===== src/rtl/uart_pkg.sv =====
// Shared UART definitions used by the transmitter and receiver.
//   - CLKS_PER_BIT_DEF : default system clocks per serial bit (115200 baud at 100 MHz)
//   - DATA_BITS        : payload bits per frame
//   - rx_state_e       : receiver state encoding
package uart_pkg;

    localparam int unsigned CLKS_PER_BIT_DEF = 868;
    localparam int unsigned DATA_BITS        = 8;

    typedef enum logic [2:0] {
        StIdle      = 3'd0,
        StStart     = 3'd1,
        StData      = 3'd2,
        StStop      = 3'd3,
        StBreakWait = 3'd4
    } rx_state_e;

endpackage


===== src/rtl/sync_2ff.sv =====
// Two-flop synchroniser for a single asynchronous input.
//   clk     : sampling clock
//   reset   : synchronous, active-low reset; both flops load RESET_VAL
//   i_async : asynchronous input
//   o_sync  : synchronised output, two cycles of latency
module sync_2ff #(
    parameter logic RESET_VAL = 1'b0
) (
    input  logic clk,
    input  logic reset,
    input  logic i_async,
    output logic o_sync
);

    logic r_meta;
    logic r_sync;

    always_ff @(posedge clk) begin
        if (!reset) begin
            r_meta <= RESET_VAL;
            r_sync <= RESET_VAL;
        end else begin
            r_meta <= i_async;
            r_sync <= r_meta;
        end
    end

    assign o_sync = r_sync;

endmodule


===== src/rtl/uart_receiver.sv =====
// 8N1 UART receiver. Detects the start bit, samples each bit at mid-period,
// reassembles bytes LSB first and flags bad stop bits.
//   clk         : system clock, rising edge
//   reset       : synchronous, active-low reset
//   rx          : asynchronous serial line, idle high
//   o_data_byte : last correctly framed byte, held until the next good frame
//   rx_done     : one-cycle strobe, o_data_byte is new
//   framing_err : one-cycle strobe, stop bit sampled low
//   rx_busy     : high whenever the receiver is not idle
module uart_receiver
    import uart_pkg::*;
#(
    parameter int unsigned CLKS_PER_BIT = CLKS_PER_BIT_DEF
) (
    input  logic                 clk,
    input  logic                 reset,
    input  logic                 rx,
    output logic [DATA_BITS-1:0] o_data_byte,
    output logic                 rx_done,
    output logic                 framing_err,
    output logic                 rx_busy
);

    localparam int unsigned HALF  = (CLKS_PER_BIT - 1) / 2;
    localparam int unsigned CNT_W = $clog2(CLKS_PER_BIT);
    localparam int unsigned BIT_W = $clog2(DATA_BITS);

    localparam logic [CNT_W-1:0] CNT_LAST = CNT_W'(CLKS_PER_BIT - 1);
    localparam logic [CNT_W-1:0] CNT_HALF = CNT_W'(HALF);
    localparam logic [BIT_W-1:0] BIT_LAST = BIT_W'(DATA_BITS - 1);

    logic                 w_rx_s;
    rx_state_e            r_state, w_state_d;
    logic [CNT_W-1:0]     r_cnt, w_cnt_d;
    logic [BIT_W-1:0]     r_bit, w_bit_d;
    logic [DATA_BITS-1:0] r_shift, w_shift_d;
    logic [DATA_BITS-1:0] r_data, w_data_d;
    logic                 r_done, w_done_d;
    logic                 r_ferr, w_ferr_d;

    // Idle-high line: reset the chain to 1 so reset release never looks like a start bit.
    sync_2ff #(
        .RESET_VAL (1'b1)
    ) u_sync_rx (
        .clk     (clk),
        .reset   (reset),
        .i_async (rx),
        .o_sync  (w_rx_s)
    );

    always_ff @(posedge clk) begin
        if (!reset) begin
            r_state <= StIdle;
            r_cnt   <= '0;
            r_bit   <= '0;
            r_shift <= '0;
            r_data  <= '0;
            r_done  <= 1'b0;
            r_ferr  <= 1'b0;
        end else begin
            r_state <= w_state_d;
            r_cnt   <= w_cnt_d;
            r_bit   <= w_bit_d;
            r_shift <= w_shift_d;
            r_data  <= w_data_d;
            r_done  <= w_done_d;
            r_ferr  <= w_ferr_d;
        end
    end

    always_comb begin
        w_state_d = r_state;
        w_cnt_d   = r_cnt;
        w_bit_d   = r_bit;
        w_shift_d = r_shift;
        w_data_d  = r_data;
        w_done_d  = 1'b0;
        w_ferr_d  = 1'b0;

        unique case (r_state)
            StIdle: begin
                w_cnt_d = '0;
                w_bit_d = '0;
                if (!w_rx_s) w_state_d = StStart;
            end
            StStart: begin
                if (r_cnt == CNT_HALF) begin
                    // Line back high at the start-bit midpoint: a glitch, not a frame.
                    w_cnt_d   = '0;
                    w_bit_d   = '0;
                    w_state_d = w_rx_s ? StIdle : StData;
                end else begin
                    w_cnt_d = r_cnt + 1'b1;
                end
            end
            StData: begin
                if (r_cnt == CNT_LAST) begin
                    w_cnt_d          = '0;
                    w_shift_d[r_bit] = w_rx_s;
                    if (r_bit == BIT_LAST) w_state_d = StStop;
                    else                   w_bit_d   = r_bit + 1'b1;
                end else begin
                    w_cnt_d = r_cnt + 1'b1;
                end
            end
            StStop: begin
                if (r_cnt == CNT_LAST) begin
                    w_cnt_d = '0;
                    if (w_rx_s) begin
                        w_data_d  = r_shift;
                        w_done_d  = 1'b1;
                        w_state_d = StIdle;
                    end else begin
                        w_ferr_d  = 1'b1;
                        w_state_d = StBreakWait;
                    end
                end else begin
                    w_cnt_d = r_cnt + 1'b1;
                end
            end
            StBreakWait: begin
                // Hold off until the line idles so a break is not taken as a start bit.
                w_cnt_d = '0;
                if (w_rx_s) w_state_d = StIdle;
            end
            default: begin
                w_state_d = StIdle;
                w_cnt_d   = '0;
                w_bit_d   = '0;
            end
        endcase
    end

    assign o_data_byte = r_data;
    assign rx_done     = r_done;
    assign framing_err = r_ferr;
    assign rx_busy     = (r_state != StIdle);

endmodule


===== config.mk =====
export PLATFORM = sky130hd
export DESIGN_NAME = uart_receiver
export DESIGN_NICKNAME = d
export VERILOG_FILES = /design/src/rtl/uart_pkg.sv /design/src/rtl/sync_2ff.sv /design/src/rtl/uart_receiver.sv
export SDC_FILE = /design/constraint.sdc
export NUM_CORES = 1
export LEC_CHECK = 0
export CAP_MARGIN = 20
export CORE_MARGIN = 1
export CORE_UTILIZATION = 50
export CTS_BUF_LIST = sky130_fd_sc_hd__clkbuf_8
export DETAILED_ROUTE_END_ITERATION = 16
export HOLD_SLACK_MARGIN = 0.05
export PLACE_DENSITY = 0.7
export SLEW_MARGIN = 20
export SYNTH_ARGS = -nofsm -noshare
export SYNTH_HDL_FRONTEND = slang
export SYNTH_HIERARCHICAL = 1
export SYNTH_SLANG_ARGS = --single-unit

===== constraint.sdc =====
create_clock -name clk -period 2.3 [get_ports clk]
set_clock_uncertainty 0.05 [all_clocks]
set_input_delay 0.23 -clock clk [delete_from_list [all_inputs] [get_ports clk]]
set_output_delay 0.23 -clock clk [all_outputs]
set_load 0.02 [all_outputs]

==> flow_metrics.env <==
export IMPL_hpwl_microns=2380
export IMPL_cts_tree="yes"
export IMPL_min_period_ns=1.95
export IMPL_final_max_slew_viol_count=0
export IMPL_final_setup_viol_count=0
export IMPL_drc=0
export IMPL_critPathArrivalTime_ns=1.67
export IMPL_ys_types=46
export IMPL_cap_violations=0
export IMPL_yosysWarnings=6
export IMPL_fin_setup_tns_ns=0
export IMPL_grt_pass1_wl_microns=5580
export IMPL_clock_sinks=36
export IMPL_grt_total_usage_pct=20.7
export IMPL_grt_overflow=0
export IMPL_globalplace_congestion=0.857
export IMPL_core_area_sq_um=3360
export IMPL_register_area_sq_um=721
export IMPL_grt_max_degree=19
export IMPL_crit_chain="or3_1 > clkdlybuf4s50_1"
export IMPL_slowest_stage="clkdlybuf4s50_1"
export IMPL_leakagePower_nw=0.699
export IMPL_cts_buffers=5
export IMPL_clock_path_buffers=2
export IMPL_final_hold_violation_count=0
export IMPL_grt_pass1_vias=1236
export IMPL_ctsHoldBuffers=0
export IMPL_num_antenna_cells=0
export IMPL_critPathMaxFanout=14
export IMPL_postCtsResizedCells=0
export IMPL_cpPeakStageDelay_ns=0.54
export IMPL_place_area_sq_um=1920
export IMPL_synthCells=186
export IMPL_root_buffer="clkbuf_8"
export IMPL_post_cts_setup_buffers=0
export IMPL_io_buffers=13
export IMPL_startpoint_type="flop"
export IMPL_slew_headroom_pct=67.2
export IMPL_dieHeight_microns=61.6
export IMPL_avgSynthCellArea_sq_um=9.55
export IMPL_yosysTopAreaCell="dfxtp_1"
export IMPL_multiInputGateArea_sq_um=973
export IMPL_routed_wl_microns=3460
export IMPL_fp_dieW_microns=61.6
export IMPL_vias_per_cell=5.73
export IMPL_max_freq_mhz=514
export IMPL_path_buf_inv=1
export IMPL_initial_utilization_pct=52.8
export IMPL_drt_first_pass_iters=4
export IMPL_utilization_pct=59.4
export IMPL_yosys_register_bits=36
export IMPL_tightest_slew_ns=0.491
export IMPL_drt_initial_drc_count=48
export IMPL_critPathKind="flop to primary output"
export IMPL_worst_setup_path_end_kind="primary output"
export IMPL_synth_fp_nets=193
export IMPL_num_nets_final=204
export IMPL_min_path_type="flop to flop"
export IMPL_post_drt_wl_per_cell_microns=14.2
export IMPL_worstPathRequired_ns=2.02
export IMPL_rsz0062_at_grt="no"
export IMPL_synthToLayoutAreaGrowth_pct=12.4
export IMPL_ant_nets=0
export IMPL_drive_above_1_share_pct=12.7
export IMPL_status="finished, final reports clean"
export IMPL_antenna_found_initial=0
export IMPL_num_io_pins=14
export IMPL_synth_top_area_share_pct=40.6
export IMPL_irDropWorstVdd_mv=0.327
export IMPL_nFillCells=327
export IMPL_dp_cells=236
export IMPL_stdcell_area_sq_um=2000
export IMPL_num_vias=1393
export IMPL_powerDensity_nw_per_um2=537
export IMPL_finalPower_mw=1.07
export IMPL_rows=21
export IMPL_clock_latency_ns=0.29
export IMPL_dieArea_sq_um=3800
export IMPL_cts_reportedPaths_clkPinSlew_ns=0.07
export IMPL_h_tree_depth=2
export IMPL_yosysSeqAreaShare_pct=40.6
export IMPL_finalNonFillerCells=243
export IMPL_path_delay_family="buffers and inverters"
export IMPL_syn_area_sq_um=1780
export IMPL_finalCritPeriodShare_pct=84.6
export IMPL_synth_area_leaders="dfxtp_1 41%, mux2i_1 6.8%, nor2_1 5.1%"
Yosys cell counts (all sizes together):
| cell | number |
|---|---|
| dfxtp | 36 |
| nor2 | 24 |
| mux2i | 12 |
| a21oi | 10 |
| nand3 | 10 |
| nand2 | 8 |
| nand4 | 8 |
| clkbuf | 7 |
| o21ai | 7 |
| buf | 5 |
| nand2b | 5 |
| xnor2 | 5 |
| ha | 4 |
| inv | 4 |
| or3b | 4 |
| nor3 | 3 |
| nor4 | 3 |
| xor2 | 3 |
| a31oi | 2 |
| a41oi | 2 |
| and2 | 2 |
| and4bb | 2 |
| nor2b | 2 |
| o31ai | 2 |
| or3 | 2 |
| or4 | 2 |
| a2111oi | 1 |
| and3 | 1 |
| and4 | 1 |
| nand4b | 1 |
| nand4bb | 1 |
| nor3b | 1 |
| nor4b | 1 |
| nor4bb | 1 |
| o21a | 1 |
| o221ai | 1 |
| o32ai | 1 |
| or2 | 1 |
metrics by stage:
step           hold WS (ns)  setup WS (ns)
5_1_grt               0.415          0.224
2_1_floorplan         0.253          0.578
3_5_place_dp          0.348          0.375
3_3_place_gp          0.341          0.471
6_report              0.357          0.354
4_1_cts               0.357          0.352
registers in the layout, summed over array words and instances (netlist names):
| signal | count |
|---|---|
| r_cnt | 10 |
| o_data_byte | 8 |
| r_shift | 8 |
| r_bit | 3 |
| r_state | 3 |
| framing_err | 1 |
| rx_done | 1 |
| u_sync_rx/o_sync | 1 |
| u_sync_rx/r_meta | 1 |
worst paths after layout:
path / start / end / slack, ns / cells after the start
worst max-delay path: r_state[0] / rx_busy / 0.35 / 2
worst min-delay path: u_sync_rx/r_meta / u_sync_rx/o_sync / 0.36 / 1
worst max register to register: r_cnt[0] / r_bit[1] / 0.37 / 5
worst min register to register: u_sync_rx/r_meta / u_sync_rx/o_sync / 0.36 / 1
layout make-up:
type	instances	area share, %
inverter	4	0.752
tap	46	2.88
sequential	36	36.1
timing repair buffer	16	7.64
multi-input combinational	134	48.7
clock inverter	2	0.439
clock buffer	5	3.45
cells in the final DEF, fill, tap and decap left out, types with 2 or more instances in the layout:
master and count:
nor2b_1 2, nor3_1 3, a31oi_1 2, xor2_1 3
or3_1 2, nand2_1 7, a21oi_1 10, or4_1 2
nand4_1 8, o21ai_0 7, and4bb_2 2, inv_1 5
o31ai_1 2, buf_4 3, clkdlybuf4s50_1 13, nand3_1 10
dfxtp_1 36, nor2_1 24, mux2i_1 12, xnor2_1 5
nor4_4 2, nand2b_1 5, clkbuf_8 5, ha_1 4
or3b_1 2
worst register-to-register path: stages (launching register included):
cell	delay [ns]
dfxtp_1	0.40
ha_1	0.29
and4bb_2	0.37
nand2_4	0.08
a2111oi_4	0.43
mux2i_1	0.24
cell families (layout without fill, tap and decap cells):
logic type	count (synthesis)	after routing	share of synthesized area, %
AOI/OAI and AO/OA	27	27	11.1
xor gates and xnor gates	8	8	3.94
adders and majority gates	4	4	2.82
buffers and inverters	16	27	4.65
DFF	36	36	40.6
muxes	12	12	6.76
and+or+nand+nor	83	83	30.2
metal layers:
metal,vias to the layer above,track usage (%),wire length (microns),share of wire (%)
li1,689,-,-,-
met1,666,24.1,1520,44
met2,32,35.2,1750,50
met3,6,6.93,136,3.9
met4,0,7.62,57,1.6
met5,-,0,0,0
power by group:
group / switching (mW) / internal, mW
combinational: 0.0148 / 0.0129
clock: 0.212 / 0.201
sequential: 0.00476 / 0.625
total: 0.232 / 0.839
(Power assumes the default switching activity.)
